$ cat src/rtl/ibex_pkg.sv
// ibex_pkg: shared writeback-stage types and widths.
package ibex_pkg;
    localparam int RF_ADDR_W = 5;
    typedef enum logic [1:0] {
        WB_EMPTY     = 2'd0,
        WB_RESULT    = 2'd1,
        WB_LOAD_WAIT = 2'd2
    } wb_state_e;
endpackage

$ cat src/rtl/wb_retire_counter.sv
// wb_retire_counter: wrapping retired-instruction counter with inhibit.
module wb_retire_counter #(
    parameter int RETIRE_CNT_W = 64
) (
    input  logic                    clk_i,
    input  logic                    rst_ni,
    input  logic                    inc,
    input  logic                    inhibit,
    output logic [RETIRE_CNT_W-1:0] count
);
    logic [RETIRE_CNT_W-1:0] count_d, count_q;

    always_comb count_d = (inc & ~inhibit) ? count_q + 1'b1 : count_q;

    always_ff @(posedge clk_i) begin
        if (!rst_ni) count_q <= '0;
        else count_q <= count_d;
    end

    assign count = count_q;
endmodule

$ cat src/rtl/wb_stage.sv
// wb_stage: writeback stage; drives RF writes for EX results and LSU load responses.
module wb_stage
    import ibex_pkg::*;
#(
    parameter int RETIRE_CNT_W = 64
) (
    input  logic                    clk_i,
    input  logic                    rst_ni,
    input  logic                    ex_valid_i,
    output logic                    wb_ready_o,
    input  logic                    ex_is_load_i,
    input  logic                    rf_we_ex_i,
    input  logic [RF_ADDR_W-1:0]    rf_waddr_ex_i,
    input  logic [31:0]             rf_wdata_ex_i,
    input  logic                    lsu_resp_valid_i,
    input  logic [31:0]             lsu_rdata_i,
    input  logic                    lsu_err_i,
    output logic                    rf_we_wb_o,
    output logic [RF_ADDR_W-1:0]    rf_waddr_wb_o,
    output logic [31:0]             rf_wdata_wb_o,
    output logic                    load_pending_o,
    output logic [RF_ADDR_W-1:0]    load_pending_waddr_o,
    output logic                    load_err_o,
    output logic                    instr_ret_o,
    input  logic                    cnt_inhibit_i,
    output logic [RETIRE_CNT_W-1:0] retire_cnt_o
);
    wb_state_e              state_d, state_q;
    logic                   we_d, we_q;
    logic [RF_ADDR_W-1:0]   waddr_d, waddr_q;
    logic [31:0]            wdata_d, wdata_q;
    logic                   accept, resp, done, waiting;

    always_comb begin
        waiting = (state_q == WB_LOAD_WAIT);
        resp    = waiting & lsu_resp_valid_i;
        done    = (state_q == WB_RESULT) | resp;
        // Ready rises in the response cycle so the next instruction overlaps the load write.
        wb_ready_o = ~waiting | lsu_resp_valid_i;
        accept     = ex_valid_i & wb_ready_o;
        state_d = accept ? (ex_is_load_i ? WB_LOAD_WAIT : WB_RESULT)
                         : (done ? WB_EMPTY : state_q);
        we_d    = accept ? rf_we_ex_i    : we_q;
        waddr_d = accept ? rf_waddr_ex_i : waddr_q;
        wdata_d = accept ? rf_wdata_ex_i : wdata_q;
        rf_we_wb_o = (waddr_q != '0) & we_q &
                     ((state_q == WB_RESULT) | (resp & ~lsu_err_i));
        rf_waddr_wb_o        = waddr_q;
        rf_wdata_wb_o        = resp ? lsu_rdata_i : wdata_q;
        load_pending_o       = waiting;
        load_pending_waddr_o = waiting ? waddr_q : '0;
        load_err_o           = resp & lsu_err_i;
        instr_ret_o          = done;
    end

    always_ff @(posedge clk_i) begin
        if (!rst_ni) begin
            state_q <= WB_EMPTY;
            we_q    <= 1'b0;
            waddr_q <= '0;
            wdata_q <= '0;
        end else begin
            state_q <= state_d;
            we_q    <= we_d;
            waddr_q <= waddr_d;
            wdata_q <= wdata_d;
        end
    end

    wb_retire_counter #(.RETIRE_CNT_W(RETIRE_CNT_W)) u_cnt (
        .clk_i   (clk_i),
        .rst_ni  (rst_ni),
        .inc     (instr_ret_o),
        .inhibit (cnt_inhibit_i),
        .count   (retire_cnt_o)
    );

    // A response with nothing outstanding must never surface as a load error.
    spurious_resp_ignored: assert property (@(posedge clk_i) disable iff (!rst_ni)
        (lsu_resp_valid_i && !waiting) |-> !load_err_o);
endmodule

$ cat config.mk
export PLATFORM = sky130hd
export DESIGN_NAME = wb_stage
export DESIGN_NICKNAME = d
export VERILOG_FILES = /design/src/rtl/ibex_pkg.sv /design/src/rtl/wb_retire_counter.sv /design/src/rtl/wb_stage.sv
export SDC_FILE = /design/constraint.sdc
export NUM_CORES = 1
export LEC_CHECK = 0
export BUFFER_PORTS_ARGS = -buffer_cell sky130_fd_sc_hd__buf_2
export CAP_MARGIN = 20
export CORE_ASPECT_RATIO = 2
export CORE_UTILIZATION = 45
export CTS_BUF_LIST = sky130_fd_sc_hd__clkbuf_2 sky130_fd_sc_hd__clkbuf_4 sky130_fd_sc_hd__clkbuf_8
export CTS_CLUSTER_SIZE = 20
export DETAILED_ROUTE_END_ITERATION = 10
export PLACE_DENSITY = 0.7
export SLEW_MARGIN = 20
export SYNTH_ARGS = -nofsm -noshare
export SYNTH_HDL_FRONTEND = slang
export SYNTH_HIERARCHICAL = 1
export SYNTH_SLANG_ARGS = --single-unit
$ cat constraint.sdc
create_clock -name clk_i -period 3.92 [get_ports clk_i]
set_input_delay 0.588 -clock clk_i [delete_from_list [all_inputs] [get_ports clk_i]]
set_output_delay 0.588 -clock clk_i [all_outputs]
set_load 0.05 [all_outputs]
* Word level (Yosys, flattened, before mapping)
Cells that the tools add are included.
** Storage, ports and cells
- Register bits :: 104
- Output and inout bits :: 111
** Operators by class
- $add $sub $neg :: 1
- Equal/unequal tests :: 2
- Muxes and demuxes :: 5
- Bitwise logic cells :: 13
- Reduce and logical (&&, ||, !) cells :: 2
** Operator list (number)
- adder 64 x 1 -> 64 bit (second input constant) :: 1
- two-way mux 32 bit :: 1
- bitwise AND 1 bit :: 7
- two-way mux 2 bit :: 3
- two-way mux 5 bit :: 1
- nonzero test 5 bit :: 1
- inverter 1 bit :: 3
- bitwise OR 1 bit :: 3
- equality test 2 x 1 -> 1 bit (second input constant) :: 1
- equality test 2 bit (second input constant) :: 1
- nonzero test 2 bit :: 1

* Depth between registers and ports, before layout
- Word-level depth :: 5
- Depth in mapped cells :: 9
- Mapped depth without buffers :: 7

* By module
The synthesis kept the hierarchy.
** Modules (own cells, without submodules)
- wb_retire_counter :: instances 1, cells each 371, area each 3145.5 um^2, sequential area each 1281.2 um^2
- wb_stage :: instances 1, cells each 225, area each 2073.2 um^2, sequential area each 800.8 um^2

* Least setup slack after synthesis
No wires, ideal clock.
- Kind :: register -> register
- Start point :: register state_q[0]
- End point :: register u_cnt.count_q[60] (netlist: u_cnt/count[60])
- Arrival :: 3.331 ns
- Data required time :: 3.850 ns
- Slack :: 0.519 ns
- Cell stages (with the launch flop) :: 8
- Buffers on the path :: 0
- Path through :: dfxtp_1 > inv_1 > o21ai_0 > nand4b_1 > nor4_4 > nand3_4 > or4_1 > a21oi_1
** Between the ends
- Word-level cells in the longest chain between the ends :: 4
- Elaborated cells between the ends (all ways) :: 5
** Ends and longest elaborated chain
- start, declared :: RTL line wb_stage.sv:28 : wb_state_e state_d, state_q;
- start signal, assigned :: RTL line wb_stage.sv:63 : state_q <= state_d;
- equality test 2 bit :: RTL line wb_stage.sv:35 : waiting = (state_q == WB_LOAD_WAIT);
- bitwise AND 1 bit :: RTL line wb_stage.sv:36 : resp = waiting & lsu_resp_valid_i;
- bitwise OR 1 bit (*) :: RTL line wb_stage.sv:37 : done = (state_q == WB_RESULT) | resp;
- via instr_ret_o :: RTL line wb_stage.sv:24 : output logic instr_ret_o,
- bitwise AND 1 bit (*) :: RTL line wb_retire_counter.sv:13 : always_comb count_d = (inc & ~inhibit) ? count_q + 1'b1 : count_q;
- end signal, assigned :: RTL line wb_retire_counter.sv:17 : else count_q <= count_d;
- end, declared :: RTL line wb_retire_counter.sv:11 : logic [RETIRE_CNT_W-1:0] count_d, count_q;
Mark *: on every way through the listed nets, which the timed path passes. The rest lies on a longest branch.
A chain may end at the register's enable or synchronous reset.

* Worst setup path in the final report
- Start point :: register state_q[0]
- End point :: register u_cnt.count_q[29] (netlist: u_cnt/count[29])
** Between the ends
- Word-level cells in the longest chain between the ends :: 4
- Elaborated cells between the ends (all ways) :: 5
** Ends and longest elaborated chain (RTL line)
- equality test 2 bit :: wb_stage.sv:35
- bitwise AND 1 bit :: wb_stage.sv:36
- bitwise OR 1 bit (*) :: wb_stage.sv:37
- bitwise AND 1 bit (*) :: wb_retire_counter.sv:13
Every way passes the cells marked *; elsewhere a longest branch is shown, timed or not.

==> summary.md <==
| Metric | Value |
|---|---|
| Average cell area after synthesis | 8.756 um2 |
| GRT Total Usage | 0.2260 |
| Placement Cell Area | 0.006232 mm2 |
| Dpl hpwl | between 10,000 and 15,000 um |
| Peak VDD IR | just over 0.2 mV |
| Inserted Clock Buffers | 9 |
| Pre-CTS setup slack | 1.019 ns |
| EDFF count, synth | 0 |
| Sequential cell area | around 0.0021 mm2 |
| Post-synth cell types | 48 |
| Internal | 1.592 mW |
| Pwr/cell area | ~340 mW/mm2 |
| Initial DRC Count | approximately 290 |
| Post-synthesis cell area | approximately 0.0052 mm2 |
| Via/cell ratio | roughly 5.4 |
| CTS H-tree lvls | 3 |
| Post-Synth XOR/XNOR Area | 0.05706 |
| First-pass GRT wire length | 21,770 um |
| Root Driver | clkbuf_8 |
| Synth Area in Simple Gates | 0.2959 |
| # IOs | 188 |
| Clock Path Buffers | 2 |
| Final ANT Viol Nets | 0 |
| Comb pwr share | 0.144 |
| Placer's final routability congestion estimate | roughly 0.86 |
| Sequential share of the synthesized area | 0.3989 |
| Largest family of logic cells by synthesized area | simple AND/OR/NAND/NOR gates |
| Reg clk slew, reported paths | roughly 0.1 ns |
| Finished Cell Area | between 0.006 and 0.007 mm2 |
| Setup CP Type | reg2reg |
| Worst Setup End Kind | flip-flop |
| Remaining DRCs | 0 |
| Setup TNS | 0 ns |
| Hold crit path type | in2reg |
| CTS Hold Bufs | 0 |
| Part of the power in registers | 0.503 |
| Synthesis warning total | 6 |
| Syn Inst Count | between 500 and 600 |
| Die extent in x | approximately 80 um |
| Max-slew violation count | 0 |
| Post-route setup slack | approximately 1.1 ns |
| Vias in the first global route | around 4,700 |
| Drt wl/cell | roughly 15 um |
| Post-synthesis mux area share | 0.1477 |
| Most used DFF post-synth | dfxtp_1 |
| PostCTS Resize Cnt | 0 |
| Clk network pwr share | 0.353 |
| Top post-synthesis cells by area | dfxtp_1 (40%), nand2_1 (8.0%), mux2i_1 (7.9%) |
| IO Port Bufs | ~190 |
| Die height | 154.3 um |
| Fin. Hold Viols | 0 |
| Max Used Layer | met4 |
| Leakage | roughly 2.9 nW |
| CTS tree | yes |
| FP Rows | 55 |
| Switching share of total power | 0.2729 |
| Worst setup SP type | flip-flop |
| Top post-synthesis cells by count | nand2_1 (111), dfxtp_1 (104), nor2_1 (42), mux2i_1 (41), mux2_2 (32) |
| Post-CTS setup buffer count | 0 |
| Gr ovfl total | 0 |
| Worst-Skew Late Latency | between 0.3 and 0.4 ns |
| Largest net degree at the start of global routing | between 90 and 100 |
| Sw power | approximately 0.60 mW |
| Synth Area in Compound Gates | 0.06305 |
| WHS | 0.4595 ns |
| Share of layout cells above drive strength 1 | 0.3295 |
| RSZ-0062 raised after global routing | false |
| Area leader, netlist | dfxtp_1 |
| Critical Path Fanout Max | 6 |
| Final net count | between 800 and 900 |
| Met2 Wirelength | ~7400 um |
| Syn nets | ~670 |
| Final setup fails | 0 |
| Adder-cell share of the synthesized area | 0.002398 |
| Area Growth Syn to Fin | 23.93% |
| Slew HR | 0.3888 |
| Most common cell in the synthesized netlist | nand2_1 |
| FMAX | ~0.36 GHz |
| DRT met1 WL | 5265 um |
| # fillers | about 1,100 |
| Area of the multi-input gates | 0.002962 mm2 |
| Status | completed |
| Worst-Margin Slew | 0.9098 ns |
| Initial core utilization | 0.4624 |
| Core region area | approximately 0.011 mm2 |
| Met3 Wirelength | approximately 750 um |
| Tot Pwr | 2.190 mW |
| Maxcap violations | 0 |
| # diodes | 0 |
| TritonRoute pass-1 iters | 4 |
| Yosys reg bits | approximately 100 |
| Post-synth ARST share | 0 |
| Yosys top cell area share | 0.3989 |
| Clock sink total | about 100 |
| Initial antenna violation count | 0 |
| Worst EP required | around 4.2 ns |
| Final period util | 0.7127 |
| Minimum clock period | around 2.8 ns |
| Vias | roughly 5,000 |
| CP arrival | roughly 3.1 ns |
| Clk_skew | approximately 0.012 ns |
| Die area | between 0.01 and 0.015 mm2 |
| Total Wirelength | between 10,000 and 15,000 um |
-- per-layer routing --
metal | vias to the layer above | global-route usage
met2 | 188 | 0.4261
met5 | - | 0
met3 | 23 | 0.04661
met4 | 0 | 0.09877
li1 | 2453 | -
met1 | 2300 | 0.2339
-- worst paths after layout --
path                    start  slack, ns          endpoint  depth (start not counted)
max                state_q[0]       1.13   u_cnt/count[29]                          7
min          rf_waddr_ex_i[1]       0.46  rf_waddr_wb_o[1]                          3
max reg2reg        state_q[0]       1.13   u_cnt/count[29]                          7
min reg2reg       wdata_q[21]       0.46       wdata_q[21]                          2
-- power groups by stage --
stage / clock (mW) / combinational [mW] / sequential (mW)
finish: 0.772 / 0.316 / 1.10
floorplan: 0 / 0.223 / 1.13
global placement: 0 / 0.313 / 1.12
detailed placement: 0 / 0.317 / 1.13
global route: 0.836 / 0.335 / 1.11
CTS: 0.789 / 0.318 / 1.10
-- layout make-up --
class                           instances  share of cell area
Inverter                               10            0.005804
Sequential cell                       104              0.3219
Timing Repair Buffer                  192              0.1505
Multi-Input combinational cell        455              0.4579
Clock buffer                           12             0.02457
Tap cell                              142             0.02747
Clock inverter                          4             0.01180
-- through the flow --
step,instances,utilization
after floorplan,596,-
after global placement,903,0.5522
after detailed placement,903,0.5522
after CTS,919,0.5731
after global routing,919,0.5731
final,919,0.5731
-- critical path: stages, from the launching register on --
cell      delay, ns
dfxtp_1        0.42
inv_1          0.07
o21ai_0        0.39
nand2b_1       0.23
nor3_1         0.78
nand4b_1       0.37
nor4_1         0.31
o21bai_1       0.16
-- sequential cells by signal, summed over array words and instances, names as in the netlist --
name           flops
rf_waddr_wb_o      5
state_q            2
u_cnt/count       64
wdata_q           32
we_q               1
-- placed cells by master (no fill, tap or decap), types with 11 or more instances in the layout --
| master | instances |
|---|---|
| buf_2 | 187 |
| nand2_1 | 111 |
| dfxtp_1 | 104 |
| nor2_1 | 42 |
| mux2i_1 | 41 |
| mux2_2 | 32 |
| nand4_1 | 27 |
| a21oi_1 | 24 |
| nand3_1 | 21 |
| xor2_1 | 20 |
| o21ai_0 | 19 |
| or3_1 | 17 |
| xnor2_1 | 14 |
| and2_1 | 11 |
| clkbuf_8 | 11 |
-- cells by family (layout without fill, tap and decap cells) --
family,count (synthesis),count (layout)
AND/OR/NAND/NOR,289,289
flip-flops,104,104
multiplexers,73,73
AO/OA/AOI/OAI,58,58
buffers and inverters,37,218
XOR/XNOR,34,34
adder cells (fa/ha/maj),1,1
Power figures use the tool's default switching activity.
